--- src/rtl/divider_pow2_shared_scheduler.sv ---
// Round-robin scheduler that lets REQ_COUNT clients share one signed power-of-two
// divider. Results come back registered and tagged with the issuing requester.
module divider_pow2_shared_scheduler #(
   parameter int unsigned WORD_WIDTH      = 16,
   parameter int unsigned REQ_COUNT       = 4,
   parameter int unsigned REQ_INDEX_WIDTH = 2
) (
   input  logic                            clock,
   input  logic                            clear_n,
   input  logic [REQ_COUNT-1:0]            in_valid,
   output logic [REQ_COUNT-1:0]            in_ready,
   input  logic [REQ_COUNT*WORD_WIDTH-1:0] in_numerator,
   input  logic [REQ_COUNT*WORD_WIDTH-1:0] in_exponent,
   output logic                            out_valid,
   input  logic                            out_ready,
   output logic [WORD_WIDTH-1:0]           out_quotient,
   output logic [WORD_WIDTH-1:0]           out_remainder,
   output logic [REQ_INDEX_WIDTH-1:0]      out_requester,
   output logic                            out_clamped,
   output logic                            busy
);

   localparam int unsigned W     = WORD_WIDTH;
   localparam int unsigned SEL_W = (REQ_COUNT > 1) ? $clog2(REQ_COUNT) : 1;

   typedef enum logic [1:0] {
      IDLE    = 2'd0,
      COMPUTE = 2'd1,
      RESPOND = 2'd2
   } state_t;

   state_t                     state_q, state_d;
   logic [REQ_INDEX_WIDTH-1:0] rr_q, rr_d;
   logic [W-1:0]               op_num_q, op_num_d;
   logic [W-1:0]               op_exp_q, op_exp_d;
   logic [REQ_INDEX_WIDTH-1:0] op_tag_q, op_tag_d;
   logic [W-1:0]               quot_d, rem_d;
   logic [REQ_INDEX_WIDTH-1:0] req_d;
   logic                       clamped_d, valid_d, busy_d;

   logic [W-1:0] num_arr [REQ_COUNT];
   logic [W-1:0] exp_arr [REQ_COUNT];

   for (genvar i = 0; i < int'(REQ_COUNT); i++) begin : g_unpack
      assign num_arr[i] = in_numerator[i*W +: W];
      assign exp_arr[i] = in_exponent[i*W +: W];
   end

   // Round-robin search starting at rr_q.
   logic             grant_valid;
   logic [SEL_W-1:0] grant_sel;
   int               idx;

   always_comb begin
      grant_valid = 1'b0;
      grant_sel   = '0;
      idx         = 0;
      for (int k = 0; k < int'(REQ_COUNT); k++) begin
         idx = int'(rr_q) + k;
         if (idx >= int'(REQ_COUNT)) idx = idx - int'(REQ_COUNT);
         if (!grant_valid && in_valid[SEL_W'(idx)]) begin
            grant_valid = 1'b1;
            grant_sel   = SEL_W'(idx);
         end
      end
   end

   // Shared divider: arithmetic shift rounds toward -inf, so bump negative inexact results.
   logic [W-1:0] low_bits, shifted, div_q, div_r, res_q, res_r;
   logic         round_up, clamp;

   always_comb begin
      low_bits = op_num_q & ~({W{1'b1}} << op_exp_q);
      shifted  = W'($signed(op_num_q) >>> op_exp_q);
      round_up = op_num_q[W-1] && (low_bits != '0);
      div_q    = shifted + W'(round_up);
      div_r    = op_num_q - (div_q << op_exp_q);
      clamp    = (op_exp_q >= W'(WORD_WIDTH));
      res_q    = clamp ? '0 : div_q;
      res_r    = clamp ? op_num_q : div_r;
   end

   // Next-state and next-output logic.
   always_comb begin
      state_d   = state_q;
      rr_d      = rr_q;
      op_num_d  = op_num_q;
      op_exp_d  = op_exp_q;
      op_tag_d  = op_tag_q;
      quot_d    = out_quotient;
      rem_d     = out_remainder;
      req_d     = out_requester;
      clamped_d = out_clamped;
      valid_d   = out_valid;
      in_ready  = '0;
      case (state_q)
         IDLE: begin
            if (grant_valid && clear_n) begin
               in_ready[grant_sel] = 1'b1;
               op_num_d = num_arr[grant_sel];
               op_exp_d = exp_arr[grant_sel];
               op_tag_d = REQ_INDEX_WIDTH'(grant_sel);
               rr_d     = (grant_sel == SEL_W'(REQ_COUNT - 1)) ? '0
                          : REQ_INDEX_WIDTH'(grant_sel) + REQ_INDEX_WIDTH'(1);
               state_d  = COMPUTE;
            end
         end
         COMPUTE: begin
            quot_d    = res_q;
            rem_d     = res_r;
            req_d     = op_tag_q;
            clamped_d = clamp;
            valid_d   = 1'b1;
            state_d   = RESPOND;
         end
         RESPOND: begin
            if (out_ready) begin
               valid_d = 1'b0;
               state_d = IDLE;
            end
         end
         default: state_d = IDLE;
      endcase
      busy_d = (state_d != IDLE);
   end

   always_ff @(posedge clock or negedge clear_n) begin
      if (!clear_n) begin
         state_q       <= IDLE;
         rr_q          <= '0;
         op_num_q      <= '0;
         op_exp_q      <= '0;
         op_tag_q      <= '0;
         out_quotient  <= '0;
         out_remainder <= '0;
         out_requester <= '0;
         out_clamped   <= 1'b0;
         out_valid     <= 1'b0;
         busy          <= 1'b0;
      end else begin
         state_q       <= state_d;
         rr_q          <= rr_d;
         op_num_q      <= op_num_d;
         op_exp_q      <= op_exp_d;
         op_tag_q      <= op_tag_d;
         out_quotient  <= quot_d;
         out_remainder <= rem_d;
         out_requester <= req_d;
         out_clamped   <= clamped_d;
         out_valid     <= valid_d;
         busy          <= busy_d;
      end
   end

endmodule

--- config.mk ---
export PLATFORM = sky130hd
export DESIGN_NAME = divider_pow2_shared_scheduler
export DESIGN_NICKNAME = d
export VERILOG_FILES = /design/src/rtl/divider_pow2_shared_scheduler.sv
export SDC_FILE = /design/constraint.sdc
export NUM_CORES = 1
export LEC_CHECK = 0
export BUFFER_PORTS_ARGS = -buffer_cell sky130_fd_sc_hd__buf_2
export CAP_MARGIN = 0
export CORE_MARGIN = 3
export CORE_UTILIZATION = 50
export CTS_CLUSTER_DIAMETER = 100
export DETAILED_ROUTE_END_ITERATION = 10
export MAX_ROUTING_LAYER = met4
export PLACE_DENSITY = 0.79
export SYNTH_ARGS = -nofsm -noshare
export SYNTH_HDL_FRONTEND = slang
export SYNTH_SLANG_ARGS = --single-unit
--- constraint.sdc ---
create_clock -name clock -period 6.4 [get_ports clock]
set_input_delay 0.64 -clock clock [delete_from_list [all_inputs] [get_ports clock]]
set_output_delay 0.64 -clock clock [all_outputs]
set_load 0.02 [all_outputs]
Yosys cells after proc, flatten, opt, wreduce, memory -nomap -nowiden
Cells that the tools add are included.
{"block": "totals", "regBits": 75, "inputBits": 135, "out_inout_bits": 41}
{"block": "classes", "n_addsub": 10, "eq_ne": 4, "n_mux": 42, "shifts": 3, "reduce_logical": 15, "order_cmp": 12, "n_bitwise": 3}
{"op": "two-way mux 16 bit", "n": 6}
{"op": "binary-select mux 16 bit (select 2 bit)", "n": 2}
{"op": "two-way mux 2 bit", "n": 11}
{"op": "adder 16 x 1 -> 16 bit", "n": 1}
{"op": "bitwise AND 16 bit", "n": 1}
{"op": "greater-or-equal comparator 16 x 5 -> 1 bit, second input constant", "n": 1}
{"op": "less-than comparator 2 x 4 -> 1 bit, second input constant", "n": 4}
{"op": "NOT 16 bit", "n": 1}
{"op": "nonzero test 16 bit", "n": 1}
{"op": "<< shifter 16 x 16 -> 16 bit", "n": 1}
{"op": "<< shifter 16 x 16 -> 16 bit, first input constant", "n": 1}
{"op": ">>> shifter 16 x 16 -> 16 bit", "n": 1}
{"op": "subtractor 16 bit", "n": 1}
{"op": "two-way mux 1 bit", "n": 14}
{"op": "greater-or-equal comparator 3 bit, second input constant", "n": 4}
{"op": "binary-select mux 1 bit (select 2 bit)", "n": 4}
{"op": "two-way mux 4 bit", "n": 2}
{"op": "subtractor 2 x 1 -> 2 bit, second input constant", "n": 4}
{"op": "adder 2 x 2 -> 3 bit, second input constant", "n": 2}
{"op": "logical AND 1 bit", "n": 6}
{"op": "one-hot mux 2 bit (3 select lines)", "n": 1}
{"op": "== test 2 bit, second input constant", "n": 2}
{"op": "AND reduction 2 bit", "n": 2}
{"op": "nonzero test 2 bit", "n": 2}
{"op": "12 further kinds", "n": 14}

Logic depth before layout (Yosys ltp)
{"block": "logic_depth", "word_depth": 21, "mapped_depth": 35, "mapped_depth_nobuf": 32}

Least setup slack after synthesis
Ideal clock, no wire load.
{"block": "synth_timing", "path_type": "register -> register", "start": "register op_exp_q[11]", "end": "register out_remainder[14]", "stages_incl_launch_ff": 30, "t_arrival_ps": 6379, "setup_slack_ps": -44, "path_cell_list": "dfrtp_1 > or4_4 > buf_6 > nor4_4 > a221oi_2 > mux4_1 > a21oi_1 > o21a_1 > ha_1 > ha_1 > inv_1 > nor3_1 > nand4_4 > o32a_1 > and2_1 > nand2_1 > nand2_1 > o31ai_1 > nor2_1 > a211o_1 > a21o_1 > ha_1 > a21boi_0 > o21ai_0 > a21boi_0 > o21a_1 > o211ai_1 > and3_1 > o311ai_0 > o21a_1"}
{"block": "synth_via", "elab_chain_len": 9, "word_cells_on_any_way": 11, "classes_between": "2 x add/sub; 1 x order compare; 3 x shift; 1 x mux; 2 x bitwise; 2 x reduce/logical"}
{"item": "start: declaration", "line": "35", "text": "logic [W-1:0] op_exp_q, op_exp_d;"}
{"item": "start signal: assignment", "line": "144", "text": "op_exp_q <= op_exp_d;"}
{"item": "<< shifter 16 x 16 -> 16 bit", "line": "73", "text": "low_bits = op_num_q & ~({W{1'b1}} << op_exp_q);"}
{"item": "NOT 16 bit", "line": "73"}
{"item": "bitwise AND 16 bit", "line": "73"}
{"item": "nonzero test 16 bit", "line": "75", "text": "round_up = op_num_q[W-1] && (low_bits != '0);"}
{"item": "logical AND 1 bit", "line": "75"}
{"item": "adder 16 x 1 -> 16 bit", "line": "76", "text": "div_q = shifted + W'(round_up);"}
{"item": "<< shifter 16 x 16 -> 16 bit", "line": "77", "text": "div_r = op_num_q - (div_q << op_exp_q);"}
{"item": "subtractor 16 bit", "line": "77"}
{"item": "two-way mux 16 bit (*)", "line": "80", "text": "res_r = clamp ? op_num_q : div_r;"}
{"item": "end signal: assignment", "line": "147", "text": "out_remainder <= rem_d;"}
{"item": "end: declaration", "line": "17", "text": "output logic [WORD_WIDTH-1:0] out_remainder,"}
Every way passes the cells marked *; elsewhere a longest branch is shown, timed or not.
A chain may end at the register's enable or synchronous reset.

Worst setup path after layout
{"block": "layout_timing", "start": "register op_exp_q[5]", "end": "register out_remainder[15]"}
The elaborated chain is that of the path after synthesis.

==> metrics.txt <==
outcome finished clean; Clock Latency Late Sink 0.35 ns; die area 0.0155 mm^2; number of nets with antenna violations after routing 0; Final WS setup 0.226 ns; post-synthesis xor/xnor area fraction 2.24%; Core Footprint 0.0135 mm^2; antenna violations before repair 0; Slew @ Worst Pin 0.900 ns; port bufs 175; Cells after DPL 1360; CP Capture Type flop; post-synthesis mux area share 4.79%; clock period minus worst slack 6.17 ns; synth unique cells 79; # setup viols final 0; fin util 65.8%; slowest CP cell or4_4; worst hold path type primary input to asynchronous set/reset pin; Finished Layout Cells 1379; Via density 5.92; drt first pass iters 6; clock skew 0.00964 ns; Post-synth top flop dfrtp_1; final setup TNS 0 ns; layout cells sized above 1 27.3%; final wirelength 23600 um; Die Ht 125 um; Num CTS Buffers 9; P per Cell Area 536 mW/mm^2; Critical R2R Launch op_exp_q[5]; vias 8157; Clk pin slew, worst setup/hold paths 0.07 ns; Max-Cap Viols 0; Sink Count 75; maximum fanout along the worst path 8; relative slew slack 40.0%; number of global-route vias before repair 7673; DRC violations left 0; initial core utilization 52.1%; GR Overflow Total 0; Seq/Total Area, Yosys 26.7%; Initial DRC Count 861; Post-synth EDFFs 0; Post-synth ARST share 100%; Adder-Cell Fraction of Synth Area 4.34%; largest net degree at the start of global routing 77; layout overhead on the synthesized area 26.3%; syn_area_per_cell 6.95 um^2; Layout Nets 1356; Worst EP arrival 6.39 ns; reg2reg path depth 29; startpoint types flop; fmax 0.162 GHz; fin crit share 96.5%; yosys warns 0; WL/cell 17.1 um; TritonCTS clock tree done; Root Driver clkbuf_16; GPL Wtd Cong 0.982; Tot GR Track Use 30.1%; pre-CTS setup slack -0.236 ns; Simple-Gate Fraction of Synth Area 32.1%; first-pass GRT wire length 37700 um; Crit Path Category flop to flop; number of synthesized register bits 75; IO Pins 176; final hold violation count 0; Die X 125 um; Worst Path Required 6.61 ns; clock buffer depth 2; max incr delay on CP 0.60 ns; H-tree Lvls 3; # fillers 1244; main combinational cell family by area after synthesis simple AND/OR/NAND/NOR gates; static leakage 0.00421 uW; Setup crit start op_exp_q[5]; Cell Area, Synth 0.00703 mm^2; Syn Inst Count 1012; synthesized net count 1170; commonest non-fill, non-tap cell in the layout nand2_1; HPWL after DPL 17900 um; Max Slew Vio Count 0; Rows 42; antenna cells 0; hold_buf cts 0; commonest cells after routing, fill and taps aside 283 x nand2_1, 174 x buf_2, 99 x o21ai_0; Peak VDD IR 235 uV; Compound-Gate Fraction of Synth Area 24.1%
[what timing repair did]
item	in CTS	in global routing
gates resized for setup	8	36
pin swaps	2	3
setup buffers	1	2
endpoints found under the hold margin	0	0
setup endpoints to repair	2	5
[cells by family after synthesis]
logic type	Yosys count
flip-flops	75
buffers and inverters	105
multiplexers	29
adder cells (fa/ha/maj)	24
AND/OR/NAND/NOR	500
XOR/XNOR	18
AO/OA/AOI/OAI	261
[worst paths after layout]
check	to	slack (ns)
hold / removal	out_remainder[10]	0.42
setup reg to reg	out_remainder[15]	0.23
hold reg to reg	out_quotient[0]	0.47
setup / recovery	out_remainder[15]	0.23
max in group asynchronous	op_exp_q[10]	5.38
min in group clock	out_quotient[0]	0.47
[cell type report]
| cell class | instances | area (um^2) | area share [%] |
|---|---|---|---|
| Multi-Input combinational cell | 832 | 4910 | 55.3 |
| Sequential cell | 75 | 1880 | 21.1 |
| Timing Repair Buffer | 253 | 1470 | 16.5 |
| Clock buffer | 10 | 229 | 2.58 |
| Tap cell | 176 | 220 | 2.48 |
| Inverter | 27 | 101 | 1.14 |
| Clock inverter | 6 | 72.6 | 0.817 |
[stage by stage]
step                hold slack, ns  cell area (um^2)  total power (uW)
floorplan                    0.344              7040              2890
global placement             0.458              8410              3930
detailed placement           0.467              8410              3970
CTS                          0.459              8740              4530
global route                 0.497              8880              5110
finish                       0.420              8880              4760
[worst max-delay path: cells and delay by family (launching register included)]
kind / cells / cell delay, ns
compound gates: 10 / 1.75
simple gates: 9 / 1.67
mux: 3 / 0.85
fa+ha+maj: 3 / 0.73
buf+inv: 3 / 0.40
flops: 1 / 0.39
xor+xnor: 1 / 0.23
[sequential cells by signal, summed over array words and instances (netlist names)]
register	count
out_clamped	1
out_quotient	16
out_remainder	16
op_exp_q	16
busy	1
out_requester	2
out_valid	1
op_tag_q	2
op_num_q	16
rr_q	2
state_q	2
[report_power, final]
part / switching, uW / leakage, uW / internal [uW]
clock: 216 / 0.000144 / 306
combinational: 2040 / 0.00311 / 1330
sequential: 214 / 0.000951 / 650
total: 2470 / 0.00421 / 2290
[Yosys cell counts (11+ instances only)]
| cell type | instances | area [um^2] |
|---|---|---|
| mux2i_1 | 22 | 220 |
| nand3_1 | 66 | 330 |
| buf_1 | 11 | 41.3 |
| nor2_1 | 59 | 221 |
| nand2_1 | 283 | 1060 |
| nor3_1 | 19 | 95.1 |
| inv_1 | 27 | 101 |
| clkbuf_1 | 64 | 240 |
| a21oi_1 | 46 | 230 |
| dfrtp_1 | 75 | 1880 |
| o21ai_0 | 108 | 541 |
| ha_1 | 22 | 275 |
[routing by layer]
metal / vias up / global-route usage, % / wire length, um
met2: 372 / 49.9 / 11400
li1: 3934 / - / -
met5: - / - / 0
met3: 58 / 5.57 / 1890
met4: 0 / 9.80 / 697
met1: 3793 / 37.2 / 9580
No activity file was read; power rests on OpenSTA's default activity.
